--- config.mk ---
export PLATFORM = sky130hd
export DESIGN_NAME = data_memory_bytewise
export DESIGN_NICKNAME = d
export VERILOG_FILES = /design/src/rtl/data_memory_pkg.sv /design/src/rtl/data_memory_lane_select.sv /design/src/rtl/data_memory_bytewise.sv
export SDC_FILE = /design/constraint.sdc
export NUM_CORES = 1
export LEC_CHECK = 0
export CAP_MARGIN = 20
export CORE_MARGIN = 10
export CORE_UTILIZATION = 45
export DETAILED_ROUTE_END_ITERATION = 8
export DONT_BUFFER_PORTS = 1
export PLACE_DENSITY_LB_ADDON = 0.12
export SLEW_MARGIN = 20
export SYNTH_ARGS = -nofsm -noshare
export SYNTH_HDL_FRONTEND = slang
export SYNTH_SLANG_ARGS = --single-unit
--- constraint.sdc ---
create_clock -name i_clock -period 4.7 [get_ports i_clock]
set_input_delay 0.705 -clock i_clock [delete_from_list [all_inputs] [get_ports i_clock]]
set_output_delay 0.705 -clock i_clock [all_outputs]
set_load 0.05 [all_outputs]
--- src/rtl/data_memory_pkg.sv ---
// rtl/data_memory_pkg.sv - access-size and state encodings plus alignment helper for data_memory_bytewise
package data_memory_pkg;

  localparam logic [1:0] SIZE_BYTE    = 2'b00;
  localparam logic [1:0] SIZE_HALF    = 2'b01;
  localparam logic [1:0] SIZE_WORD    = 2'b10;
  localparam logic [1:0] SIZE_ILLEGAL = 2'b11;

  typedef enum logic {
    ST_CLEAR = 1'b0,
    ST_IDLE  = 1'b1
  } state_e;

  function automatic logic is_misaligned(input logic [1:0] size, input logic [1:0] addr_lo);
    logic bad;
    case (size)
      SIZE_BYTE: bad = 1'b0;
      SIZE_HALF: bad = addr_lo[0];
      SIZE_WORD: bad = |addr_lo;
      default:   bad = 1'b1;
    endcase
    return bad;
  endfunction

endpackage

--- src/rtl/data_memory_lane_select.sv ---
// rtl/data_memory_lane_select.sv - picks the addressed byte/half/word lane and right-aligns it
// with sign or zero extension.
module data_memory_lane_select
  import data_memory_pkg::*;
#(
  parameter int NB_DATA = 32
) (
  input  logic [NB_DATA-1:0] i_word,
  input  logic [1:0]         i_lane,
  input  logic [1:0]         i_size,
  input  logic               i_unsigned,
  output logic [NB_DATA-1:0] o_data
);

  logic [7:0]  w_byte;
  logic [15:0] w_half;

  assign w_byte = i_word[8*i_lane +: 8];
  assign w_half = i_word[16*i_lane[1] +: 16];

  always_comb begin
    o_data = i_word;
    case (i_size)
      SIZE_BYTE: o_data = {{(NB_DATA-8){~i_unsigned & w_byte[7]}}, w_byte};
      SIZE_HALF: o_data = {{(NB_DATA-16){~i_unsigned & w_half[15]}}, w_half};
      default:   o_data = i_word;
    endcase
  end

endmodule

--- src/rtl/data_memory_bytewise.sv ---
// rtl/data_memory_bytewise.sv - byte-addressable data memory with self-clearing after reset.
// Debug read port is present only when DATA_MEMORY_DEBUG_PORT_EN is defined.
module data_memory_bytewise
  import data_memory_pkg::*;
#(
  parameter int NB_ADDR   = 32,
  parameter int NB_DATA   = 32,
  parameter int RAM_DEPTH = 32
) (
  input  logic               i_clock,
  input  logic               i_reset,
  input  logic               i_write_enable,
  input  logic               i_read_enable,
  input  logic [NB_ADDR-1:0] i_address,
  input  logic [1:0]         i_size,
  input  logic               i_unsigned,
  input  logic [NB_DATA-1:0] i_data,
  output logic [NB_DATA-1:0] o_data,
  output logic               o_read_valid,
  output logic               o_misaligned,
  output logic               o_busy
`ifdef DATA_MEMORY_DEBUG_PORT_EN
  ,
  input  logic [NB_ADDR-1:0] i_debug_address,
  output logic [NB_DATA-1:0] o_debug_data
`endif
);

  localparam int NB_IDX = $clog2(RAM_DEPTH);

  state_e r_state;
  state_e w_next_state;

  logic [NB_DATA-1:0] r_mem [RAM_DEPTH];
  logic [NB_IDX-1:0]  r_clear_count;
  logic [NB_DATA-1:0] r_data;
  logic               r_read_valid;
  logic               r_misaligned;

  logic [NB_IDX-1:0]  w_index;
  logic               w_clear_last;
  logic               w_accept;
  logic               w_bad;
  logic               w_store_ok;
  logic [NB_DATA-1:0] w_lane_data;

  // Upper address bits only select beyond the array, so they wrap away.
`ifdef DATA_MEMORY_DEBUG_PORT_EN
  logic [NB_ADDR-NB_IDX-2+NB_ADDR-NB_IDX+1:0] w_unused_addr;
  assign w_unused_addr = {i_address[NB_ADDR-1:NB_IDX+2],
                          i_debug_address[NB_ADDR-1:NB_IDX+2], i_debug_address[1:0]};
`else
  logic [NB_ADDR-NB_IDX-3:0] w_unused_addr;
  assign w_unused_addr = i_address[NB_ADDR-1:NB_IDX+2];
`endif

  assign w_index      = i_address[NB_IDX+1:2];
  assign w_clear_last = (r_clear_count == NB_IDX'(RAM_DEPTH-1));
  assign w_accept     = (r_state == ST_IDLE) && (i_write_enable || i_read_enable);
  assign w_bad        = is_misaligned(i_size, i_address[1:0]);
  assign w_store_ok   = w_accept && i_write_enable && !w_bad;

  always_ff @(posedge i_clock) begin
    if (i_reset) r_state <= ST_CLEAR;
    else         r_state <= w_next_state;
  end

  always_comb begin
    w_next_state = r_state;
    case (r_state)
      ST_CLEAR: if (w_clear_last) w_next_state = ST_IDLE;
      ST_IDLE:  w_next_state = ST_IDLE;
      default:  w_next_state = ST_CLEAR;
    endcase
  end

  always_comb begin
    o_busy = (r_state == ST_CLEAR);
  end

  always_ff @(posedge i_clock) begin
    if (i_reset)                  r_clear_count <= '0;
    else if (r_state == ST_CLEAR) r_clear_count <= r_clear_count + 1'b1;
  end

  always_ff @(posedge i_clock) begin
    if (!i_reset) begin
      if (r_state == ST_CLEAR) begin
        r_mem[r_clear_count] <= '0;
      end else if (w_store_ok) begin
        case (i_size)
          SIZE_BYTE: r_mem[w_index][8*i_address[1:0] +: 8]  <= i_data[7:0];
          SIZE_HALF: r_mem[w_index][16*i_address[1] +: 16]  <= i_data[15:0];
          default:   r_mem[w_index]                         <= i_data;
        endcase
      end
    end
  end

  data_memory_lane_select #(
    .NB_DATA (NB_DATA)
  ) u_lane_select (
    .i_word     (r_mem[w_index]),
    .i_lane     (i_address[1:0]),
    .i_size     (i_size),
    .i_unsigned (i_unsigned),
    .o_data     (w_lane_data)
  );

  // The read samples the array before this edge's store lands: read-first.
  always_ff @(posedge i_clock) begin
    if (i_reset) begin
      r_data       <= '0;
      r_read_valid <= 1'b0;
      r_misaligned <= 1'b0;
    end else begin
      r_read_valid <= w_accept && i_read_enable;
      r_misaligned <= w_accept && w_bad;
      if (w_accept && i_read_enable) r_data <= w_bad ? '0 : w_lane_data;
    end
  end

  assign o_data       = r_data;
  assign o_read_valid = r_read_valid;
  assign o_misaligned = r_misaligned;

`ifdef DATA_MEMORY_DEBUG_PORT_EN
  logic [NB_DATA-1:0] r_debug_data;

  always_ff @(posedge i_clock) begin
    if (i_reset) r_debug_data <= '0;
    else         r_debug_data <= r_mem[i_debug_address[NB_IDX+1:2]];
  end

  assign o_debug_data = r_debug_data;
`endif

endmodule

After elaboration in Yosys (flattened, before gate mapping)
Memory sizes are Yosys's and may differ from the RTL's.
Index checks and enable logic that the tools add are counted.
{"block": "word_totals", "reg_bits": 40, "latch_bits": 0, "mem_bits_rw": 1024, "mem_bits_ro": 0, "inputBits": 71, "out_inout_bits": 35, "wordCells": 187, "n_memories": 1}
{"memory": "r_mem", "words": 32, "width": 32, "rd": 1, "rd_clocked_by_memory_dff": 0, "wr": 1, "line": "data_memory_bytewise.sv:34", "source": "logic [NB_DATA-1:0] r_mem [RAM_DEPTH];"}
{"block": "op_classes", "addsub": 3, "mul": 0, "n_div": 0, "order_cmp": 0, "n_eq_ne": 3, "n_shift": 6, "muxes": 90, "n_bitwise": 68, "n_reduce_logical": 11}
{"operator": "2-to-1 mux 32 bit", "count": 5}
{"operator": "2-to-1 mux 1 bit", "count": 81}
{"operator": "negator 5 -> 34 bit", "count": 2}
{"operator": "OR 1 bit", "count": 64}
{"operator": "case mux 32 bit (2 select lines)", "count": 1}
{"operator": "variable shift 16 x 34 -> 32 bit, first input constant", "count": 1}
{"operator": "variable shift 8 x 34 -> 32 bit, first input constant", "count": 1}
{"operator": "indexed part select 16 x 34 -> 32 bit", "count": 1}
{"operator": "indexed part select 8 x 34 -> 32 bit", "count": 1}
{"operator": "OR reduction 32 bit", "count": 1}
{"operator": "indexed part select 32 x 6 -> 16 bit", "count": 1}
{"operator": "indexed part select 32 x 6 -> 8 bit", "count": 1}
{"operator": "adder 5 x 1 -> 5 bit, second input constant", "count": 1}
{"operator": "equality test 5 bit, second input constant", "count": 1}
{"operator": "logical AND 1 bit", "count": 5}
{"operator": "2-to-1 mux 5 bit", "count": 1}
{"operator": "OR reduction 2 bit", "count": 2}
{"operator": "case mux 1 bit (3 select lines)", "count": 1}
{"operator": "bitwise AND 1 bit", "count": 2}
{"operator": "equality test 2 x 1 -> 1 bit, second input constant", "count": 1}
{"operator": "equality test 2 bit, second input constant", "count": 1}
{"operator": "logical NOT 2 bit", "count": 1}
{"operator": "inverter 1 bit", "count": 2}
{"operator": "case mux 1 bit (2 select lines)", "count": 1}
{"operator": "2 further kinds", "count": 2}

Longest topological paths before layout
{"block": "logic_depth", "ltp_word": 12, "ltp_mapped": 13, "ltp_nobuf": 8}

Modules after synthesis
A second synthesis with hierarchy kept.
{"block": "unflattened", "cells_unflattened": 2170, "hier_area_um2": 42517.0}
{"mod": "data_memory_bytewise", "instances": 1, "cells_each": 2066, "area_each_um2": 41777.6, "seq_area_each_um2": 31550.3}
{"mod": "data_memory_lane_select", "instances": 1, "cells_each": 104, "area_each_um2": 739.5, "seq_area_each_um2": 0.0}

Worst setup path after synthesis
No wires, ideal clock.
{"block": "synth_timing", "kind": "input -> register", "startpoint": "input port i_address[0]", "endpoint": "memory r_mem[0][16] (data pin)", "setup_time_ps": 351, "t_arrival_ps": 3634, "required_ps": 4349, "path_slack_ps": 716, "path_stages": 10, "n_path_buf": 2, "path_cell_list": "buf_2 -> inv_1 -> ha_1 -> a21oi_1 -> or3_1 -> clkbuf_1 -> nor3_1 -> o21bai_1 -> a22oi_1 -> nor2_1"}
{"block": "synth_via", "elab_chain_cells": 12, "word_cells_on_any_way": 87, "classes_between": "1 x add/sub; 2 x shift; 16 x mux; 64 x bitwise; 4 x reduce/logical"}
{"element": "start: declaration", "line": "data_memory_bytewise.sv:14", "source": "input logic [NB_ADDR-1:0] i_address,"}
{"element": "parallel branches: the longest is 11 deep, another holds negator 5 -> 34 bit"}
{"element": "2-to-1 mux 32 bit (no line) (*)"}
{"element": "end: declaration", "line": "data_memory_bytewise.sv:34"}
Every way passes the cells marked *.

Worst setup path after layout
{"block": "layout_timing", "startpoint": "register r_state", "endpoint": "memory r_mem[15][22], enable pin"}
{"block": "layout_via", "elab_chain_cells": 11, "word_cells_on_any_way": 85, "classes_between": "17 x mux; 64 x bitwise; 4 x reduce/logical"}
{"element": "start: declaration", "line": "data_memory_bytewise.sv:31", "source": "state_e r_state;"}
{"element": "start signal: assignment", "line": "data_memory_bytewise.sv:65", "source": "else r_state <= w_next_state;"}
{"element": "logical AND 1 bit", "line": "data_memory_bytewise.sv:59", "source": "assign w_accept = (r_state == ST_IDLE) && (i_write_enable || i_read_enable);"}
{"element": "logical AND 1 bit (2 in series)", "line": "data_memory_bytewise.sv:61", "source": "assign w_store_ok = w_accept && i_write_enable && !w_bad;"}
{"element": "2-to-1 mux 1 bit", "line": "data_memory_bytewise.sv:90", "source": "end else if (w_store_ok) begin"}
{"element": "2-to-1 mux 1 bit", "line": "data_memory_bytewise.sv:88", "source": "if (r_state == ST_CLEAR) begin"}
{"element": "2-to-1 mux 1 bit", "line": "data_memory_bytewise.sv:87", "source": "if (!i_reset) begin"}
{"element": "2-to-1 mux 32 bit, on equally long branches", "line": "data_memory_bytewise.sv:92, data_memory_bytewise.sv:93"}
{"element": "OR 1 bit (no line) (2 in series)"}
{"element": "OR reduction 32 bit (no line)"}
{"element": "2-to-1 mux 5 bit (no line) / 2-to-1 mux 32 bit (equally long branches)"}
Parallel ways exist; a longest one is shown, timed or not.

==> qor.txt <==
fillers - 7520
RSZ-0062 raised after global routing - false
WS Path Type - flop to flop
final-report hold violation count - 0
fmax - 257.4 MHz
worst path cell trace - nand2_1 > or3_1 > a21oi_1 > mux2i_1 > nand2_1 > nor2_1
worst r2r path cells - 6
Reg-to-Reg End - r_mem[15][22]
commonest non-fill, non-tap cells in the layout - edfxtp_1 (1024), mux4_2 (228), nor2_1 (188), buf_4 (167), mux2i_1 (141)
largest net degree at the start of global routing - 311
Final Util - 51.90%
Root Buffer - clkbuf_16
vias in the first global route - 22470
DR vias - 22540
Syn Std Cell Area - 42650 µm²
antenna violations before repair - 9
Port Buffer Count - 0
Top FF cell, synth - edfxtp_1
synth unique cells - 61
Clk Latency, worst-skew pair - 690 ps
status - complete, no violations
Worst Hold Path Cells - 1
Routed WL per cell - 29.93 µm
Layout area overhead - 13.91%
clock tree buffer depth - 3
Data arrival, critical path - 4190 ps
final setup fails - 0
Critical Path Start Type - flop
starting density of the core - 45.56%
multi-input logic area - 10520 µm²
TritonRoute pass-1 iters - 8
CP dominant cell by count - nand2_1
Final GP Congestion - 0.8716
number of flops mapped to enable cells by yosys - 1024
final net count - 2447
cell area after layout - 48580 µm²
most common cell after layout, fill and taps aside - edfxtp_1
R2R setup slack - 820 ps
I/O pin count - 106
Yosys reg bits - 1064
Total Wirelength - 111300 µm
syn_area_per_cell - 19.20 µm²
H-tree levels - 3
cts repair resizes - 0
final slew viol count - 0
Worst EP required - 5010 ps
TritonCTS buffer count - 109
post-synth net total - 2299
CTS tree - done
hpwl dp - 70050 µm
pwr dens - 406.4 nW/µm²
setup TNS - 0 ps
Final ANT Viol Nets - 0
leak pwr - 0.01449 µW
die height - 327.9 µm
Synth warnings - 0
Iter 0 DRT Violations - 2620
CP max stage delay - 810 ps
Slew @ Worst Pin - 1207 ps
Hold Crit Endpoint - r_clear_count[0]
row count - 112
Hold Crit Start - i_reset
core footprint - 93610 µm²
gr usage total - 20.50%
crit share post-route - 82.64%
max-cap viol count - 0
Min-Delay Path Class - input pin to flop
Worst setup EP type - flop
sequential element share of the synthesized area - 73.98%
DR vias/cell - 6.063
clock slew seen by the registers of the worst setup and hold paths - 60 ps
# clock sinks - 1064
# Post-CTS Setup Buffers - 0
Final min period - 3884 ps
GRT Residual Overflow - 0
Worst VDD drop - 0.3149 mV
share of layout cells above drive strength 1 - 25.16%
global-route wire length before repair - 160500 µm
cell count after synthesis - 2221
Reg2Reg Launch Point - r_state
die footprint - 107500 µm²
hold_buf cts - 0
crit-path max FO - 13
Slowest-stage cell, CP - nor2_1
DRC viols - 0
Worst slew margin - 19.39%
crit path from - r_state
placed cell area - 44940 µm²
Async S/R FF share, synth - 0%
Die Width - 327.9 µm
clock skew - 33.62 ps
FF+latch area - 31550 µm²
-- layer usage --
layer	wire length [µm]	vias to the layer above	global-route usage (%)
met5	86	-	0
met4	2518	14	5.467
met3	10820	171	6.056
met2	49130	931	29.77
met1	48730	11930	29.94
li1	-	9500	-
-- worst max-delay path by stage --
stage / slack [ps] / to / cells past startpoint
after global routing: 540 / r_mem[15][19] / 6
after detailed placement: 320 / r_mem[19][16] / 8
after global placement: 420 / r_mem[31][30] / 8
after CTS: 860 / r_mem[19][23] / 6
after floorplan: 720 / r_mem[0][16] / 10
final: 820 / r_mem[15][22] / 6
-- where the power goes --
group / internal [µW] / leakage [µW] / switching, µW
clock: 5140 / 0.00178 / 3570
sequential: 10300 / 0.00851 / 17.7
combinational: 316 / 0.00420 / 393
total: 15800 / 0.0145 / 3980
-- sequential cells by signal (all words and copies together) (netlist names) --
name           count
o_data            32
o_misaligned       1
o_read_valid       1
r_clear_count      5
r_mem           1024
r_state            1
-- kinds of logic after synthesis --
family	after synthesis	share of synthesized area (%)
simple gates	354	3.497
flops	1064	73.98
mux	390	16.08
fa+ha+maj	7	0.2054
xor+xnor	3	0.06162
compound gates	263	4.556
buf+inv	140	1.622
-- synthesized netlist by cell type, types with 5 or more instances --
library cell	count	area, µm²
buf_1	11	41.29
a22o_1	6	52.55
ha_1	7	87.58
a22oi_1	45	337.8
nand3_1	8	40.04
edfxtp_1	1024	30750
a31oi_1	11	68.82
a211o_1	9	78.83
clkbuf_1	55	206.5
nor2_1	213	799.5
nor4_1	5	31.28
mux2i_1	141	1411
nor3_1	23	115.1
nand2b_1	6	37.54
mux4_1	5	131.4
a222oi_1	8	80.08
a221o_1	11	110.1
buf_6	6	67.56
o211ai_1	6	45.04
inv_1	7	26.28
buf_4	11	82.58
buf_2	45	225.2
mux4_2	228	5135
nor2b_1	7	43.79
a211oi_1	8	60.06
nand2_1	64	240.2
mux2_2	16	180.2
dfxtp_1	40	800.8
and2_1	11	68.82
a221oi_1	46	402.9
and3_1	5	31.28
o21ai_0	34	170.2
a21oi_1	41	205.2
-- worst max-delay path, delay by kind of cell, from the launching register on --
family             cells  cell delay [ps]
and+or+nand+nor        4             2000
muxes                  1              590
AOI/OAI and AO/OA      1              250
DFF                    1              670
-- layout make-up --
cell class,count,area share [%]
Sequential cell,1064,64.94
Clock inverter,73,1.445
Timing Repair Buffer,168,2.622
Clock buffer,129,6.024
Inverter,9,0.06954
Tap cell,1254,3.230
Multi-Input combinational cell,1017,21.65
Antenna cell,4,0.02060
-- stage by stage --
stage          hold slack, ps  total power (µW)  setup slack, ps  std cells
5_1_grt                 80.53             20300            542.5       3714
4_1_cts                 58.45             19890            858.6       3714
2_1_floorplan           555.7             11100            715.6       2221
6_report                104.5             19740            815.7       3718
3_5_place_dp            625.8             11220            323.1       3512
3_3_place_gp            578.7             11200            418.4       3512
Note: power is estimated with default switching activity, not from simulation.
